<file path="src/rtl/alu_seq_if.sv">
// Operation request / result handshake bundle for alu_seq.
// The master issues ops and consumes results; the slave is the ALU.
interface alu_seq_if #(
    parameter int WIDTH = 8
);
    logic             in_valid;
    logic             in_ready;
    logic [WIDTH-1:0] reg_a;
    logic [WIDTH-1:0] reg_b;
    logic [6:0]       op;
    logic             carry_in;
    logic             decimal_mode;
    logic             out_valid;
    logic             out_ready;
    logic [WIDTH-1:0] hold_reg;
    logic             carry_out;
    logic             overflow;
    logic             half_carry;
    logic             zero;
    logic             negative;

    modport master (
        output in_valid, reg_a, reg_b, op, carry_in, decimal_mode, out_ready,
        input  in_ready, out_valid, hold_reg, carry_out, overflow, half_carry, zero, negative
    );

    modport slave (
        input  in_valid, reg_a, reg_b, op, carry_in, decimal_mode, out_ready,
        output in_ready, out_valid, hold_reg, carry_out, overflow, half_carry, zero, negative
    );
endinterface

</file>
<file path="src/rtl/alu_seq.sv">
// Registered 6502-style ALU with nibble-serial BCD add/subtract.
// Latency: binary ops valid from the accept edge; decimal ops after WIDTH/4 more edges.
// Backpressure: result held in DONE until out_ready; a new op is taken on the consuming edge.
module alu_seq #(
    parameter int WIDTH      = 8,
    parameter bit DECIMAL_EN = 1'b1
) (
    input  logic        clk,
    input  logic        rst_n,
    alu_seq_if.slave    bus
);
    localparam int N    = WIDTH / 4;
    localparam int IDXW = (N > 1) ? $clog2(N) : 1;

    localparam logic [1:0] S_IDLE = 2'd0;
    localparam logic [1:0] S_ADJ  = 2'd1;
    localparam logic [1:0] S_DONE = 2'd2;

    localparam logic [6:0] OP_SUM = 7'b1000000;
    localparam logic [6:0] OP_SUB = 7'b0100000;
    localparam logic [6:0] OP_AND = 7'b0010000;
    localparam logic [6:0] OP_OR  = 7'b0001000;
    localparam logic [6:0] OP_EOR = 7'b0000100;
    localparam logic [6:0] OP_SR  = 7'b0000010;
    localparam logic [6:0] OP_ROR = 7'b0000001;

    logic [1:0]       state;
    logic [IDXW-1:0]  idx;
    logic [WIDTH-1:0] a_q;
    logic [WIDTH-1:0] b_q;
    logic             sub_q;
    logic             c_q;
    logic [WIDTH-1:0] hold_q;
    logic             cf_q;
    logic             vf_q;
    logic             hf_q;
    logic             zf_q;
    logic             nf_q;

    logic             accept;
    logic             is_sub;
    logic             go_dec;
    logic [WIDTH-1:0] b_eff;
    logic [WIDTH:0]   sum_full;
    logic [4:0]       low_sum;
    logic             add_v;
    logic [WIDTH-1:0] bin_res;
    logic             bin_c;
    logic             bin_v;
    logic             bin_h;

    logic [3:0]       a_nib;
    logic [3:0]       b_nib;
    logic [4:0]       raw;
    logic [3:0]       d_nib;
    logic             c_next;
    logic [WIDTH-1:0] dec_res;
    logic             last_nib;

    assign bus.in_ready   = (state == S_IDLE) || ((state == S_DONE) && bus.out_ready);
    assign bus.out_valid  = (state == S_DONE);
    assign bus.hold_reg   = hold_q;
    assign bus.carry_out  = cf_q;
    assign bus.overflow   = vf_q;
    assign bus.half_carry = hf_q;
    assign bus.zero       = zf_q;
    assign bus.negative   = nf_q;

    assign accept = bus.in_valid && bus.in_ready;

    // Single-cycle result for every op; also supplies the overflow flag for decimal ops.
    always_comb begin
        is_sub   = (bus.op == OP_SUB);
        b_eff    = is_sub ? ~bus.reg_b : bus.reg_b;
        sum_full = {1'b0, bus.reg_a} + {1'b0, b_eff} + {{WIDTH{1'b0}}, bus.carry_in};
        low_sum  = {1'b0, bus.reg_a[3:0]} + {1'b0, b_eff[3:0]} + {4'b0000, bus.carry_in};
        add_v    = (bus.reg_a[WIDTH-1] == b_eff[WIDTH-1]) &&
                   (sum_full[WIDTH-1] != bus.reg_a[WIDTH-1]);
        bin_res  = bus.reg_a;
        bin_c    = bus.carry_in;
        bin_v    = 1'b0;
        bin_h    = 1'b0;
        case (bus.op)
            OP_SUM, OP_SUB: begin
                bin_res = sum_full[WIDTH-1:0];
                bin_c   = sum_full[WIDTH];
                bin_v   = add_v;
                bin_h   = low_sum[4];
            end
            OP_AND: bin_res = bus.reg_a & bus.reg_b;
            OP_OR:  bin_res = bus.reg_a | bus.reg_b;
            OP_EOR: bin_res = bus.reg_a ^ bus.reg_b;
            OP_SR: begin
                bin_res = {1'b0, bus.reg_a[WIDTH-1:1]};
                bin_c   = bus.reg_a[0];
            end
            OP_ROR: begin
                bin_res = {bus.carry_in, bus.reg_a[WIDTH-1:1]};
                bin_c   = bus.reg_a[0];
            end
            default: ;
        endcase
        go_dec = DECIMAL_EN && bus.decimal_mode && ((bus.op == OP_SUM) || is_sub);
    end

    // One BCD digit per cycle; raw is 5 bits so bit 4 doubles as the borrow sign for SUB.
    always_comb begin
        a_nib  = a_q[int'(idx)*4 +: 4];
        b_nib  = b_q[int'(idx)*4 +: 4];
        raw    = 5'd0;
        d_nib  = 4'd0;
        c_next = 1'b0;
        if (!sub_q) begin
            raw = {1'b0, a_nib} + {1'b0, b_nib} + {4'b0000, c_q};
            if (raw > 5'd9) begin
                d_nib  = raw[3:0] + 4'd6;
                c_next = 1'b1;
            end else begin
                d_nib  = raw[3:0];
                c_next = 1'b0;
            end
        end else begin
            raw = {1'b0, a_nib} - {1'b0, b_nib} - {4'b0000, ~c_q};
            if (raw[4]) begin
                d_nib  = raw[3:0] - 4'd6;
                c_next = 1'b0;
            end else begin
                d_nib  = raw[3:0];
                c_next = 1'b1;
            end
        end
        dec_res = hold_q;
        dec_res[int'(idx)*4 +: 4] = d_nib;
        last_nib = (idx == IDXW'(N - 1));
    end

    always_ff @(posedge clk or negedge rst_n) begin
        if (!rst_n) begin
            state  <= S_IDLE;
            idx    <= '0;
            a_q    <= '0;
            b_q    <= '0;
            sub_q  <= 1'b0;
            c_q    <= 1'b0;
            hold_q <= '0;
            cf_q   <= 1'b0;
            vf_q   <= 1'b0;
            hf_q   <= 1'b0;
            zf_q   <= 1'b0;
            nf_q   <= 1'b0;
        end else if (accept) begin
            if (go_dec) begin
                a_q   <= bus.reg_a;
                b_q   <= bus.reg_b;
                sub_q <= is_sub;
                c_q   <= bus.carry_in;
                idx   <= '0;
                vf_q  <= add_v;
                state <= S_ADJ;
            end else begin
                hold_q <= bin_res;
                cf_q   <= bin_c;
                vf_q   <= bin_v;
                hf_q   <= bin_h;
                zf_q   <= (bin_res == '0);
                nf_q   <= bin_res[WIDTH-1];
                state  <= S_DONE;
            end
        end else if (state == S_ADJ) begin
            hold_q <= dec_res;
            c_q    <= c_next;
            if (idx == '0) begin
                hf_q <= c_next;
            end
            if (last_nib) begin
                cf_q  <= c_next;
                zf_q  <= (dec_res == '0);
                nf_q  <= dec_res[WIDTH-1];
                idx   <= '0;
                state <= S_DONE;
            end else begin
                idx <= idx + IDXW'(1);
            end
        end else if ((state == S_DONE) && bus.out_ready) begin
            state <= S_IDLE;
        end
    end
endmodule

</file>
<file path="src/flat_wrapper.sv">
// flat-port wrapper written by rule: the top's interface ports become plain ports
module alu_seq_flat 
#(
    parameter int WIDTH      = 8,
    parameter bit DECIMAL_EN = 1'b1
)
  (clk, rst_n, bus_in_valid, bus_reg_a, bus_reg_b, bus_op, bus_carry_in, bus_decimal_mode, bus_out_ready, bus_in_ready, bus_out_valid, bus_hold_reg, bus_carry_out, bus_overflow, bus_half_carry, bus_zero, bus_negative);
  alu_seq_if #(.WIDTH(WIDTH)) bus_i ();
  input  logic clk;
  input  logic rst_n;
  input wire logic [$bits(bus_i.in_valid)-1:0] bus_in_valid;
  input wire logic [$bits(bus_i.reg_a)-1:0] bus_reg_a;
  input wire logic [$bits(bus_i.reg_b)-1:0] bus_reg_b;
  input wire logic [$bits(bus_i.op)-1:0] bus_op;
  input wire logic [$bits(bus_i.carry_in)-1:0] bus_carry_in;
  input wire logic [$bits(bus_i.decimal_mode)-1:0] bus_decimal_mode;
  input wire logic [$bits(bus_i.out_ready)-1:0] bus_out_ready;
  output wire logic [$bits(bus_i.in_ready)-1:0] bus_in_ready;
  output wire logic [$bits(bus_i.out_valid)-1:0] bus_out_valid;
  output wire logic [$bits(bus_i.hold_reg)-1:0] bus_hold_reg;
  output wire logic [$bits(bus_i.carry_out)-1:0] bus_carry_out;
  output wire logic [$bits(bus_i.overflow)-1:0] bus_overflow;
  output wire logic [$bits(bus_i.half_carry)-1:0] bus_half_carry;
  output wire logic [$bits(bus_i.zero)-1:0] bus_zero;
  output wire logic [$bits(bus_i.negative)-1:0] bus_negative;
  assign bus_i.in_valid = bus_in_valid;
  assign bus_i.reg_a = bus_reg_a;
  assign bus_i.reg_b = bus_reg_b;
  assign bus_i.op = bus_op;
  assign bus_i.carry_in = bus_carry_in;
  assign bus_i.decimal_mode = bus_decimal_mode;
  assign bus_i.out_ready = bus_out_ready;
  assign bus_in_ready = bus_i.in_ready;
  assign bus_out_valid = bus_i.out_valid;
  assign bus_hold_reg = bus_i.hold_reg;
  assign bus_carry_out = bus_i.carry_out;
  assign bus_overflow = bus_i.overflow;
  assign bus_half_carry = bus_i.half_carry;
  assign bus_zero = bus_i.zero;
  assign bus_negative = bus_i.negative;
  alu_seq #(.WIDTH(WIDTH), .DECIMAL_EN(DECIMAL_EN)) u_core (.clk(clk), .rst_n(rst_n), .bus(bus_i));
endmodule
</file>
<file path="config.mk">
export PLATFORM = sky130hd
export DESIGN_NAME = alu_seq_flat
export DESIGN_NICKNAME = d
export VERILOG_FILES = /design/src/rtl/alu_seq_if.sv /design/src/rtl/alu_seq.sv /design/src/flat_wrapper.sv
export SDC_FILE = /design/constraint.sdc
export NUM_CORES = 1
export LEC_CHECK = 0
export BUFFER_PORTS_ARGS = -buffer_cell sky130_fd_sc_hd__clkbuf_2
export CORE_MARGIN = 3
export CORE_UTILIZATION = 40
export DETAILED_ROUTE_END_ITERATION = 8
export PLACE_DENSITY = 0.69
export SLEW_MARGIN = 20
export SYNTH_ARGS = -nofsm -noshare
export SYNTH_HDL_FRONTEND = slang
export SYNTH_SLANG_ARGS = --single-unit
</file>
<file path="constraint.sdc">
create_clock -name clk -period 10.1 [get_ports clk]
set_input_delay 2.02 -clock clk [delete_from_list [all_inputs] [get_ports clk]]
set_output_delay 2.02 -clock clk [all_outputs]
set_load 0.03 [all_outputs]
</file>
==> flow_summary.toml <==
[outcome]
outcome = "finished clean"

[sta]
finalCritPeriodShare_pct = 54.3
fin_setup_tns_ns = 0
finalSetupViolCount = 0
fmax_mhz = 182
worst_slew_pin_slew_ns = 0.861
fin_ws_ns = 4.62
relSlewSlack_pct = 42.6
finalHoldViolations = 0
maxSlewViolCount = 0
timing.final.crit_period_ns = 5.48
finalClockSkew_ns = 0.00657
rsz0062_at_grt = "no"

[place]
port_buffers = 43
post-place-ws_ns = 4.32
gp_congestion = 0.964
hpwlAfterDp_mm = 6.34

[logic_synthesis]
synth_top_family_by_area = "compound AO/OA/AOI/OAI gates"
synth_cell_type_count = 56
synth_area_mm2 = 0.00307
synth-simple-area-share_pct = 16.6
synth_cells = 349
synth_xor_area_share_pct = 7.13
synthMuxAreaShare_pct = 3.75
syn_nets = 416
ys_seq_area_share_pct = 27.7
yosysWarnings = 0
ys.flop_type = "dfrtp_1"
synth-compound-area-share_pct = 22.5
async_flop_share_pct = 100
synth_edf_count = 0
avgSynthCellArea_um2 = 8.79
synth_fa_ha_area_share_pct = 17.0
synth_seq_cells = 34

[global_routing]
grt_usage_pct = 19.1
gr-total-overflow = 0
use_met2_pct = 31.1
grt_pass1_vias = 2710
grt_max_degree = 38
grtUsageMet1_pct = 25.9
use_met3_pct = 2.90
grt-busiest-layer = "met2"
grt_antenna_before_repair = 0
grt_pass1_wl_mm = 13.2

[route]
vias_per_cell = 5.54
num_vias = 2703
drtPass1Iterations = 4
drt_iter0_drc = 205
wl_mm = 7.83
drtAntennaViolNets = 0
drc = 0
wire_per_inst_um = 16.0

[floorplan]
ios = 44
fp.dieH_um = 93.6
initial_core_util_pct = 41.9
dieArea_mm2 = 0.00876
core_mm2 = 0.00733
core.rowCount = 31
die_w_um = 93.6

[clock_tree]
clockBufferDepth = 2
cts_sinks = 34
numCtsBuffers = 5
cts_tree = "built"
cts_resized = 0
htree_levels = 2
cts.clk_slew.worst_paths_ns = 0.07
ctsHoldBuffers = 0
cts_setup_buffers = 0
cts_root_buffer = "clkbuf_8"
clock_latency_ns = 0.28

[worst_setup_path]
cp.required_ns = 10.31
crit_path_end_kind = "flip-flop"
crit_type = "in -> reg"
cp.arrival_ns = 5.69
cp_max_fo = 9
crit_path_start_kind = "input pin"

[power]
powerDensity_mw_per_mm2 = 192
peakVddDrop_mv = 0.0822
p_leak_nw = 1.64

[cells_and_area]
diodes = 0
area_growth_syn_to_layout_pct = 12.6
final_nets = 455
layout-drive-gt1-share_pct = 18.0

[flow_run]
cap_violations = 0

[worst_hold_path]
hold_path.class = "reg -> reg"
power breakdown:
part	internal [mW]	switching [mW]	leakage, nW
registers	0.171	0.0375	0.437
logic	0.136	0.215	1.16
clock network	0.0550	0.0493	0.0482
worst max-delay path: stages:
cell	delay (ns)
clkbuf_2	0.13
or4_4	0.59
or4b_2	0.82
xnor2_1	0.25
fa_1	0.23
inv_1	0.06
fa_1	0.40
a31oi_1	0.28
o21ai_0	0.21
xnor2_1	0.16
o211ai_1	0.16
o21ai_1	0.10
o2bb2ai_1	0.13
a21oi_1	0.14
Yosys cell counts, drive strengths merged, types with 4 or more instances:
master	number	area share [%]
nor3	6	1.3
clkbuf	9	1.1
nand3	6	1.1
nor2	23	2.9
mux2i	7	2.3
o21ai	34	5.5
mux2	4	1.5
a21o	4	0.98
o2bb2ai	4	1.1
dfrtp	34	28
nand2	32	3.9
ha	32	13
xor2	4	1.1
o211ai	5	1.4
a21oi	18	2.9
nand2b	7	1.4
a31oi	6	1.2
a22o	5	1.4
xnor2	21	6.0
inv	31	3.8
fa	6	3.9
nor4	4	1.2
per-stage QoR:
step / instance area, um2 / power (mW) / instances / utilization [%] / hold slack, ns
after floorplan: 3070 / 0.462 / 349 / - / 0.444
after global placement: 3360 / 0.551 / 480 / 45.8 / 0.458
after detailed placement: 3360 / 0.559 / 480 / 45.8 / 0.465
after CTS: 3450 / 0.664 / 488 / 47.1 / 0.480
after global routing: 3460 / 0.720 / 488 / 47.1 / 0.503
final: 3460 / 0.664 / 488 / 47.1 / 0.474
layout make-up:
type,count,area (um2)
fill,716,3870
multi-input combinational,273,2060
sequential,34,851
timing repair buffer,43,215
tap,99,124
inverter,31,116
clock buffer,7,86.3
clock inverter,1,5.00
cells in the final DEF (no fill, tap or decap), types with 3 or more instances in the layout:
master / count
clkbuf_2: 43
dfrtp_1: 34
nand2_1: 32
ha_1: 32
inv_1: 31
o21ai_0: 28
nor2_1: 22
xnor2_1: 21
a21oi_1: 18
mux2i_1: 7
nand2b_1: 7
a31oi_1: 6
o21ai_1: 6
fa_1: 6
clkbuf_8: 6
a22o_1: 5
mux2_2: 4
xor2_1: 4
a21o_1: 4
nor3_1: 4
o2bb2ai_1: 4
o211ai_1: 4
nand3_1: 4
nor2b_1: 3
or3_1: 3
a22oi_1: 3
o21a_1: 3
a211oi_1: 3
o22ai_1: 3
a221oi_1: 3
worst paths after layout:
check,cells past startpoint,slack [ns],to,from
max,14,4.62,u_core.bus.hold_reg[6],bus_op[1]
max in group asynchronous,1,7.72,u_core.b_q[7],rst_n
max reg2reg,12,6.03,u_core.bus.hold_reg[2],u_core.idx
min,2,0.47,u_core.b_q[3],u_core.b_q[3]
min in group asynchronous,1,1.83,u_core.state[1],rst_n
min reg2reg,2,0.47,u_core.b_q[3],u_core.b_q[3]
routing by layer:
layer  vias up  share of wire (%)
met4         0                2.4
met3        14                4.3
li1       1321                  -
met5         -                  0
met1      1293                 45
met2        75                 48
cell families (layout without fill, tap and decap cells):
group,after synthesis,in the layout
compound gates,104,104
simple gates,95,95
buf+inv,42,82
fa+ha+maj,38,38
flops,34,34
xor+xnor,25,25
mux,11,11
Note: power is estimated with default switching activity, not from simulation.
